===== src/rtl/riscv_lsu.sv =====
// riscv_lsu: load/store sequencer between the core and a req/ack data-memory port,
// with lane steering, load extension, fault detection and a bus timeout.
module riscv_lsu #(
    parameter int unsigned TIMEOUT = 16
) (
    input  logic        clk_i,
    input  logic        rst_i,
    input  logic        core_req_i,
    input  logic        core_we_i,
    input  logic [2:0]  core_size_i,
    input  logic [31:0] core_addr_i,
    input  logic [31:0] core_wd_i,
    output logic [31:0] core_rd_o,
    output logic        core_stall_o,
    output logic        fault_o,
    output logic [1:0]  fault_code_o,
    output logic        mem_req_o,
    output logic        mem_we_o,
    output logic [3:0]  mem_be_o,
    output logic [31:0] mem_addr_o,
    output logic [31:0] mem_wd_o,
    input  logic [31:0] mem_rd_i,
    input  logic        mem_ack_i
);
    localparam logic [1:0] IDLE = 2'd0;
    localparam logic [1:0] REQ  = 2'd1;
    localparam logic [1:0] DONE = 2'd2;

    logic [1:0]  state;
    logic [2:0]  size_q;
    logic [1:0]  lane_q;
    logic [31:0] timer;
    logic        illegal;
    logic        misaligned;
    logic        timeout;
    logic [3:0]  be;
    logic [31:0] wd;
    logic [7:0]  byte_lane;
    logic [15:0] half_lane;
    logic [31:0] load_data;

    assign core_stall_o = core_req_i & (state != DONE);

    always_comb begin
        illegal    = (core_size_i == 3'd3) || (core_size_i[2:1] == 2'b11) || (core_we_i && core_size_i[2]);
        misaligned = (core_size_i[1:0] == 2'd1 && core_addr_i[0]) ||
                     (core_size_i[1:0] == 2'd2 && core_addr_i[1:0] != 2'b00);
        be = !core_we_i ? 4'b1111 :
             core_size_i[1:0] == 2'd0 ? 4'b0001 << core_addr_i[1:0] :
             core_size_i[1:0] == 2'd1 ? (core_addr_i[1] ? 4'b1100 : 4'b0011) : 4'b1111;
        wd = !core_we_i ? 32'd0 :
             core_size_i[1:0] == 2'd0 ? {4{core_wd_i[7:0]}} :
             core_size_i[1:0] == 2'd1 ? {2{core_wd_i[15:0]}} : core_wd_i;
        byte_lane = mem_rd_i[{lane_q, 3'b000} +: 8];
        half_lane = mem_rd_i[{lane_q[1], 4'b0000} +: 16];
        // size bit 2 selects the unsigned variants (BU/HU)
        load_data = size_q[1:0] == 2'd0 ? {{24{~size_q[2] & byte_lane[7]}}, byte_lane} :
                    size_q[1:0] == 2'd1 ? {{16{~size_q[2] & half_lane[15]}}, half_lane} : mem_rd_i;
        timeout = (TIMEOUT != 32'd0) && (timer == TIMEOUT - 32'd1);
    end

    always_ff @(posedge clk_i) begin
        if (rst_i) begin
            state        <= IDLE;
            size_q       <= 3'd0;
            lane_q       <= 2'd0;
            timer        <= 32'd0;
            core_rd_o    <= 32'd0;
            fault_o      <= 1'b0;
            fault_code_o <= 2'd0;
            mem_req_o    <= 1'b0;
            mem_we_o     <= 1'b0;
            mem_be_o     <= 4'd0;
            mem_addr_o   <= 32'd0;
            mem_wd_o     <= 32'd0;
        end else begin
            case (state)
                IDLE: if (core_req_i) begin
                    size_q       <= core_size_i;
                    lane_q       <= core_addr_i[1:0];
                    timer        <= 32'd0;
                    core_rd_o    <= 32'd0;
                    fault_o      <= illegal | misaligned;
                    fault_code_o <= illegal ? 2'd2 : misaligned ? 2'd1 : 2'd0;
                    if (illegal || misaligned) begin
                        state <= DONE;
                    end else begin
                        state      <= REQ;
                        mem_req_o  <= 1'b1;
                        mem_we_o   <= core_we_i;
                        mem_be_o   <= be;
                        mem_addr_o <= {core_addr_i[31:2], 2'b00};
                        mem_wd_o   <= wd;
                    end
                end
                REQ: if (mem_ack_i || timeout) begin
                    // an ack arriving on the timeout cycle still completes normally
                    core_rd_o    <= (mem_ack_i && !mem_we_o) ? load_data : 32'd0;
                    fault_o      <= !mem_ack_i;
                    fault_code_o <= mem_ack_i ? 2'd0 : 2'd3;
                    state        <= DONE;
                    mem_req_o    <= 1'b0;
                    mem_we_o     <= 1'b0;
                    mem_be_o     <= 4'd0;
                    mem_addr_o   <= 32'd0;
                    mem_wd_o     <= 32'd0;
                end else begin
                    timer <= timer + 32'd1;
                end
                default: state <= IDLE;
            endcase
        end
    end
endmodule

===== config.mk =====
export PLATFORM = sky130hd
export DESIGN_NAME = riscv_lsu
export DESIGN_NICKNAME = d
export VERILOG_FILES = /design/src/rtl/riscv_lsu.sv
export SDC_FILE = /design/constraint.sdc
export NUM_CORES = 1
export LEC_CHECK = 0
export ABC_AREA = 0
export CAP_MARGIN = 30
export CORE_MARGIN = 2
export CORE_UTILIZATION = 30
export CTS_BUF_LIST = sky130_fd_sc_hd__clkbuf_16
export DETAILED_ROUTE_END_ITERATION = 8
export PLACE_DENSITY = 0.56
export SLEW_MARGIN = 15
export SYNTH_ARGS = -nofsm -noshare
export SYNTH_HDL_FRONTEND = slang
export SYNTH_SLANG_ARGS = --single-unit

===== constraint.sdc =====
create_clock -name clk_i -period 3.2 [get_ports clk_i]
set_clock_uncertainty 0.15 [all_clocks]
set_input_delay 0.64 -clock clk_i [delete_from_list [all_inputs] [get_ports clk_i]]
set_output_delay 0.64 -clock clk_i [all_outputs]
set_load 0.005 [all_outputs]

==> results of run 1 <==
[flip-flops by register name (all words and copies together), names as in the netlist]
register and flops:
mem_we_o 1, fault_o 1, fault_code_o 2, timer 32
core_rd_o 32, size_q 3, mem_addr_o 30, mem_wd_o 32
state 2, mem_be_o 4, lane_q 2, mem_req_o 1
[worst max-delay path, stage by stage]
cell and delay [ns]:
clkdlybuf4s50_1 0.51, a21boi_0 0.18, clkdlybuf4s50_1 0.52
[power by group through the flow]
stage	clock network (uW)	registers (uW)	logic [uW]
global route	2170	1880	727
CTS	2100	1870	675
floorplan	0	1900	294
detailed placement	0	1910	672
finish	2050	1870	668
global placement	0	1910	673
[per-layer routing]
metal | routed length, microns | up-vias | GRT usage [%]
li1 | - | 3028 | -
met1 | 9010 | 2839 | 23.2
met2 | 9470 | 213 | 28.1
met3 | 1990 | 24 | 7.26
met4 | 302 | 0 | 5.75
met5 | 0 | - | 0
[synth_stat cells, types with 2 or more instances]
cell type / n / share of area [%]
a21oi_1: 42 / 3.2
buf_1: 3 / 0.17
mux4_2: 7 / 2.4
a221oi_1: 2 / 0.27
mux2i_1: 15 / 2.3
dfxtp_1: 142 / 44
nor2_1: 38 / 2.2
a211oi_1: 5 / 0.58
or4_1: 8 / 0.92
a22o_1: 35 / 4.7
nor3_1: 8 / 0.62
o2bb2ai_1: 25 / 3.4
inv_1: 4 / 0.23
or2_2: 3 / 0.29
a31o_2: 2 / 0.27
nand4_1: 11 / 1.1
nor4_1: 9 / 0.87
nand3_1: 47 / 3.6
nor2b_1: 22 / 2.1
and4_1: 2 / 0.27
buf_4: 2 / 0.23
xnor2_1: 16 / 2.2
buf_2: 14 / 1.1
and2_1: 3 / 0.29
or3_1: 2 / 0.19
o31ai_1: 7 / 0.81
o21ba_2: 2 / 0.31
a21o_1: 11 / 1.3
clkbuf_1: 39 / 2.3
a31oi_1: 7 / 0.67
and3_1: 3 / 0.29
xor2_1: 2 / 0.27
nand2_1: 74 / 4.3
o21ai_0: 48 / 3.7
mux2_2: 16 / 2.8
nand2b_1: 38 / 3.7
[cell families (layout without fill, tap and decap cells)]
family                     Yosys count  after routing  synth area share, %
buffers and inverters               62            269                 3.97
adders and majority gates            1              1                0.193
muxes                               38             38                 7.51
AOI/OAI and AO/OA                  194            194                 20.2
DFF                                142            142                 43.8
and+or+nand+nor                    276            276                 21.8
xor gates and xnor gates            18             18                 2.43
other                                1              4               0.0577
[per-stage QoR]
| stage | util, % | worst slack (ns) |
|---|---|---|
| 2_1_floorplan | - | 0.827 |
| 6_report | 45.2 | 0.556 |
| 5_1_grt | 45.1 | 0.499 |
| 4_1_cts | 45.1 | 0.543 |
| 3_3_place_gp | 42.3 | 0.426 |
| 3_5_place_dp | 42.3 | 0.373 |
[worst paths after layout]
check / from / endpoint / cells after the start / slack, ns
max: core_req_i / core_stall_o / 3 / 0.56
min: mem_req_o / mem_req_o / 1 / 0.30
max reg2reg: timer[4] / timer[27] / 6 / 0.68
min reg2reg: mem_req_o / mem_req_o / 1 / 0.30
[layout make-up]
class                   instances  area (sq um)
fillers                      2032         11600
multi-input cells             529          3430
flip-flops and latches        142          2840
repair buffers                234          2320
clock buffers                  17           425
well taps                     275           344
clock inverters                14           175
inverters                       4          15.0
diodes                          2          5.00
==> qor.csv, run 1 <==
stage,metric,value,unit
worst_setup_path,Crit Path Max Fanout,4,
detailed_routing,drt pass-1 iters,5,
floorplanning,die area,22800,sq um
grt,initial antenna violation count,1,
place,Post-DP Area,8950,sq um
final_layout,P&R area growth vs syn,47.1,%
floorplanning,Die H,151,microns
floorplanning,Die Span X,151,microns
power,Switching Fraction,24.2,%
sta,final hold vios,0,
sta,Pins Over Slew Limit,0,
final_layout,"commonest non-fill, non-tap cell in the layout",clkdlybuf4s50_1,
yosys,Synth Area per Inst,8.87,sq um
floorplanning,Top Ports,210,
worst_setup_path,Worst Path Arrival,1.85,ns
detailed_routing,remaining antenna violation count after routing,0,
power,combinational share of power,14.6,%
worst_setup_path,WP data required,2.41,ns
clock_tree,root buf cell,clkbuf_16,
detailed_routing,Detailed Route Iter0 Violations,321,
sta,unrepaired setup endpoints after global routing,no,
grt,vias in the first global route,5929,
power,PD cells,480,nW/um^2
yosys,sequential-to-total area share from yosys stat,43.8,%
clock_tree,CTS resizes,0,
worst_setup_path,WS Path Type,input port to output pin,
place,GP Congestion,0.821,
yosys,Seq cells post-synth,142,
grt,gr ovfl total,0,
sta,final worst path period share,82.6,%
flow_run,max-cap violations,0,
clock_tree,CTS buffer count,17,
clock_tree,maximum clock path buffer count,2,
worst_setup_path,crit end category,output pin,
detailed_routing,Vias,6104,
power,Peak VDD IR,370,uV
floorplanning,Starting Density,30.7,%
sta,hold slack,0.302,ns
power,Seq pwr share,40.8,%
detailed_routing,vias per cell,5.02,
grt,total track usage,18.1,%
power,Int Pwr,3480,uW
floorplanning,# rows,53,
power,P_sw,1110,uW
power,Total Power,4590,uW
floorplanning,core area,21200,sq um
sta,fmax,0.378,GHz
outcome,outcome,"finished, final reports clean",
clock_tree,Sink Count,142,
clock_tree,CTS Hold Buffers Added,0,
yosys,"EDFF count, synth",0,
yosys,Synth warnings,0,
sta,Final Setup Violations,0,
final_layout,layout net count,1033,
min_path,HP Class,register to register,
clock_tree,"CTS clk-pin slew, worst paths",0.06,ns
sta,final setup TNS,0,ns
power,Clk pwr share,44.7,%
clock_tree,clk_lat worst skew,0.42,ns
clock_tree,post-CTS setup buffer count,0,
final_layout,layout cell share with drive strength beyond 1,10.0,%
yosys,"Cell Area, Synth",6490,sq um
sta,Max-slew headroom,55.1,%
final_layout,fin cells,1217,
grt,first-pass GRT wire length,32300,microns
yosys,unique cell type count in the Yosys netlist,54,
place,DP Wirelength,14900,microns
yosys,Gate Count Post-Synth,732,
final_layout,most frequent cells in the layout,"clkdlybuf4s50_1, dfxtp_1, nand2_1",
detailed_routing,DRC,0,
clock_tree,H-tree depth,4,
yosys,ys async rst share,0,%
clock_tree,CTS tree,built,
detailed_routing,Routed WL,20800,microns
detailed_routing,post-DR wirelength/cell,17.1,microns
place,Port Buffer Count,207,
yosys,top_reg_cell synth,dfxtp_1,
final_layout,Final Instance Area,9560,sq um
power,leak pwr,0.00342,uW
sta,Least-Margin Pin Slew,0.673,ns
worst_setup_path,crit start category,input port,
place,placed instance count,1184,
sta,min cycle time layout,2.64,ns
grt,largest net degree at the start of global routing,65,
Power figures use the tool's default switching activity.
==> run 2: changes to the inputs <==
==> constraint.sdc (replaced) <==
create_clock -name clk_i -period 2.8 [get_ports clk_i]
set_clock_uncertainty 0.15 [all_clocks]
set_input_delay 0.56 -clock clk_i [delete_from_list [all_inputs] [get_ports clk_i]]
set_output_delay 0.56 -clock clk_i [all_outputs]
set_load 0.005 [all_outputs]
==> qor.csv, run 2 (synthesis gave the netlist of run 1 again) <==
stage,metric,value,unit
clock_tree,CTS buffer count,17,
min_path,worst hold path stage count,1,
power,Seq pwr share,38.9,%
worst_setup_path,CP max-delay cell,clkdlybuf4s50_1,
clock_tree,H-tree depth,4,
power,Clk pwr share,46.7,%
detailed_routing,WL met3,1590,microns
sta,final setup TNS,0,ns
detailed_routing,Vias,6134,
sta,unrepaired setup endpoints after global routing,no,
detailed_routing,vias per cell,4.98,
sta,final worst path period share,91.1,%
outcome,outcome,"finished, final reports clean",
power,P_sw,1290,uW
sta,Max-slew headroom,62.9,%
min_path,Hold Crit Start,core_rd_o[14],
worst_setup_path,crit start category,input port,
floorplanning,Starting Density,30.7,%
grt,largest net degree at the start of global routing,65,
detailed_routing,remaining antenna violation count after routing,0,
floorplanning,Die Span X,151,microns
flow_run,max-cap violations,0,
clock_tree,clk_lat worst skew,0.41,ns
detailed_routing,Detailed Route Iter0 Violations,310,
final_layout,Final Instance Area,9760,sq um
final_layout,Diodes inserted,0,
worst_setup_path,Worst Path Arrival,1.84,ns
worst_setup_path,reg-to-reg startpoint,timer[0],
final_layout,P&R area growth vs syn,50.3,%
grt,initial antenna violation count,0,
sta,hold slack,0.302,ns
final_layout,layout cell share with drive strength beyond 1,11.7,%
floorplanning,# rows,53,
min_path,hold worst-path end,core_rd_o[14],
power,leak pwr,0.00352,uW
clock_tree,Sink Count,142,
worst_setup_path,crit-path leading delay family,buffers and inverters,
sta,final hold vios,0,
sta,fmax,0.392,GHz
clock_tree,CTS tree,built,
clock_tree,CTS Hold Buffers Added,0,
power,Switching Fraction,23.6,%
clock_tree,CTS resizes,0,
clock_tree,maximum clock path buffer count,2,
clock_tree,"CTS clk-pin slew, worst paths",0.06,ns
detailed_routing,drt pass-1 iters,5,
place,Post-DP Area,9090,sq um
worst_setup_path,Crit Path Max Fanout,2,
floorplanning,core area,21200,sq um
worst_setup_path,CP peak stage delay,0.48,ns
worst_setup_path,R2R depth,7,
grt,first-pass GRT wire length,32400,microns
worst_setup_path,reg-to-reg setup timing slack,0.33,ns
sta,Least-Margin Pin Slew,0.556,ns
final_layout,most frequent cells in the layout,"clkdlybuf4s50_1, dfxtp_1, nand2_1",
grt,vias in the first global route,5912,
worst_setup_path,CP most frequent cell,clkdlybuf4s50_1,
power,PD cells,562,nW/um^2
sta,Pins Over Slew Limit,0,
detailed_routing,post-DR wirelength/cell,16.9,microns
final_layout,layout net count,1048,
place,Port Buffer Count,207,
final_layout,Regs by FF count,"core_rd_o: 32 flops, mem_wd_o: 32 flops, timer: 32 flops",
min_path,HP Class,register to register,
worst_setup_path,WP data required,2.09,ns
floorplanning,Top Ports,210,
detailed_routing,DRC,0,
power,Peak VDD IR,380,uV
detailed_routing,Top Metal Used,met4,
worst_setup_path,CP Cell Sequence,clkdlybuf4s50_1 > a21boi_0 > buf_4 > clkdlybuf4s50_1,
power,combinational share of power,14.4,%
detailed_routing,WL met2,9900,microns
worst_setup_path,WS Path Type,input port to output pin,
clock_tree,root buf cell,clkbuf_16,
sta,min cycle time layout,2.55,ns
worst_setup_path,Bufs and invs on worst path,3,
floorplanning,Die H,151,microns
place,DP Wirelength,15100,microns
worst_setup_path,crit end category,output pin,
final_layout,"commonest non-fill, non-tap cell in the layout",clkdlybuf4s50_1,
detailed_routing,Routed WL,20800,microns
grt,gr ovfl total,0,
detailed_routing,Metal-1 WL,9190,microns
worst_setup_path,reg2reg end,timer[22],
grt,total track usage,18.1,%
power,Int Pwr,4190,uW
floorplanning,die area,22800,sq um
clock_tree,post-CTS setup buffer count,0,
sta,Final Setup Violations,0,
place,GP Congestion,0.822,
==> run 2: cell types whose count changed in the layout (fill, tap and decap cells not counted), moves of 2 or more <==
cell / before / now
clkinv_2: 3 / 0
clkinv_1: 3 / 1
diode_2: 2 / 0
clkinvlp_4: 1 / 4
bufinv_16: 4 / 6
buf_12: 4 / 6
buf_4: 23 / 36
==> run 2: layout make-up <==
cell class | count | area [sq um]
fillers | 2094 | 11400
multi-input cells | 529 | 3430
flip-flops and latches | 142 | 2840
repair buffers | 249 | 2460
clock buffers | 17 | 425
well taps | 275 | 344
clock inverters | 15 | 244
inverters | 4 | 15.0
==> run 2: metal layers <==
| metal | GRT usage (%) | vias to the layer above |
|---|---|---|
| li1 | - | 3062 |
| met1 | 23.0 | 2906 |
| met2 | 29.3 | 160 |
| met3 | 7.23 | 6 |
| met4 | 3.46 | 0 |
| met5 | 0 | - |
==> run 2: through the flow <==
| step | util [%] | total power (uW) | worst slack [ns] | std cells |
|---|---|---|---|---|
| floorplan | - | 2510 | 0.507 | 733 |
| global placement | 43.0 | 2970 | 0.197 | 1199 |
| detailed placement | 43.0 | 2970 | 0.195 | 1199 |
| CTS | 46.1 | 5570 | 0.233 | 1231 |
| global route | 46.1 | 5730 | 0.176 | 1231 |
| finish | 46.1 | 5490 | 0.250 | 1231 |
==> run 2: power by group through the flow <==
stage                     Combinational, uW  Sequential, uW  Clock, uW
after floorplan                         335            2170          0
after global placement                  795            2180          0
after detailed placement                796            2180          0
after CTS                               799            2130       2630
after global routing                    859            2140       2730
final                                   792            2130       2560
==> run 2: worst max-delay path by stage <==
stage,startpoint,endpoint,slack [ns],cells after the start
after floorplan,core_size_i[0],mem_addr_o[10],0.51,8
after global placement,core_addr_i[0],mem_be_o[1],0.20,7
after detailed placement,core_size_i[0],mem_addr_o[13],0.19,8
after CTS,core_req_i,core_stall_o,0.23,4
after global routing,timer[0],mem_be_o[1],0.18,9
final,core_req_i,core_stall_o,0.25,4
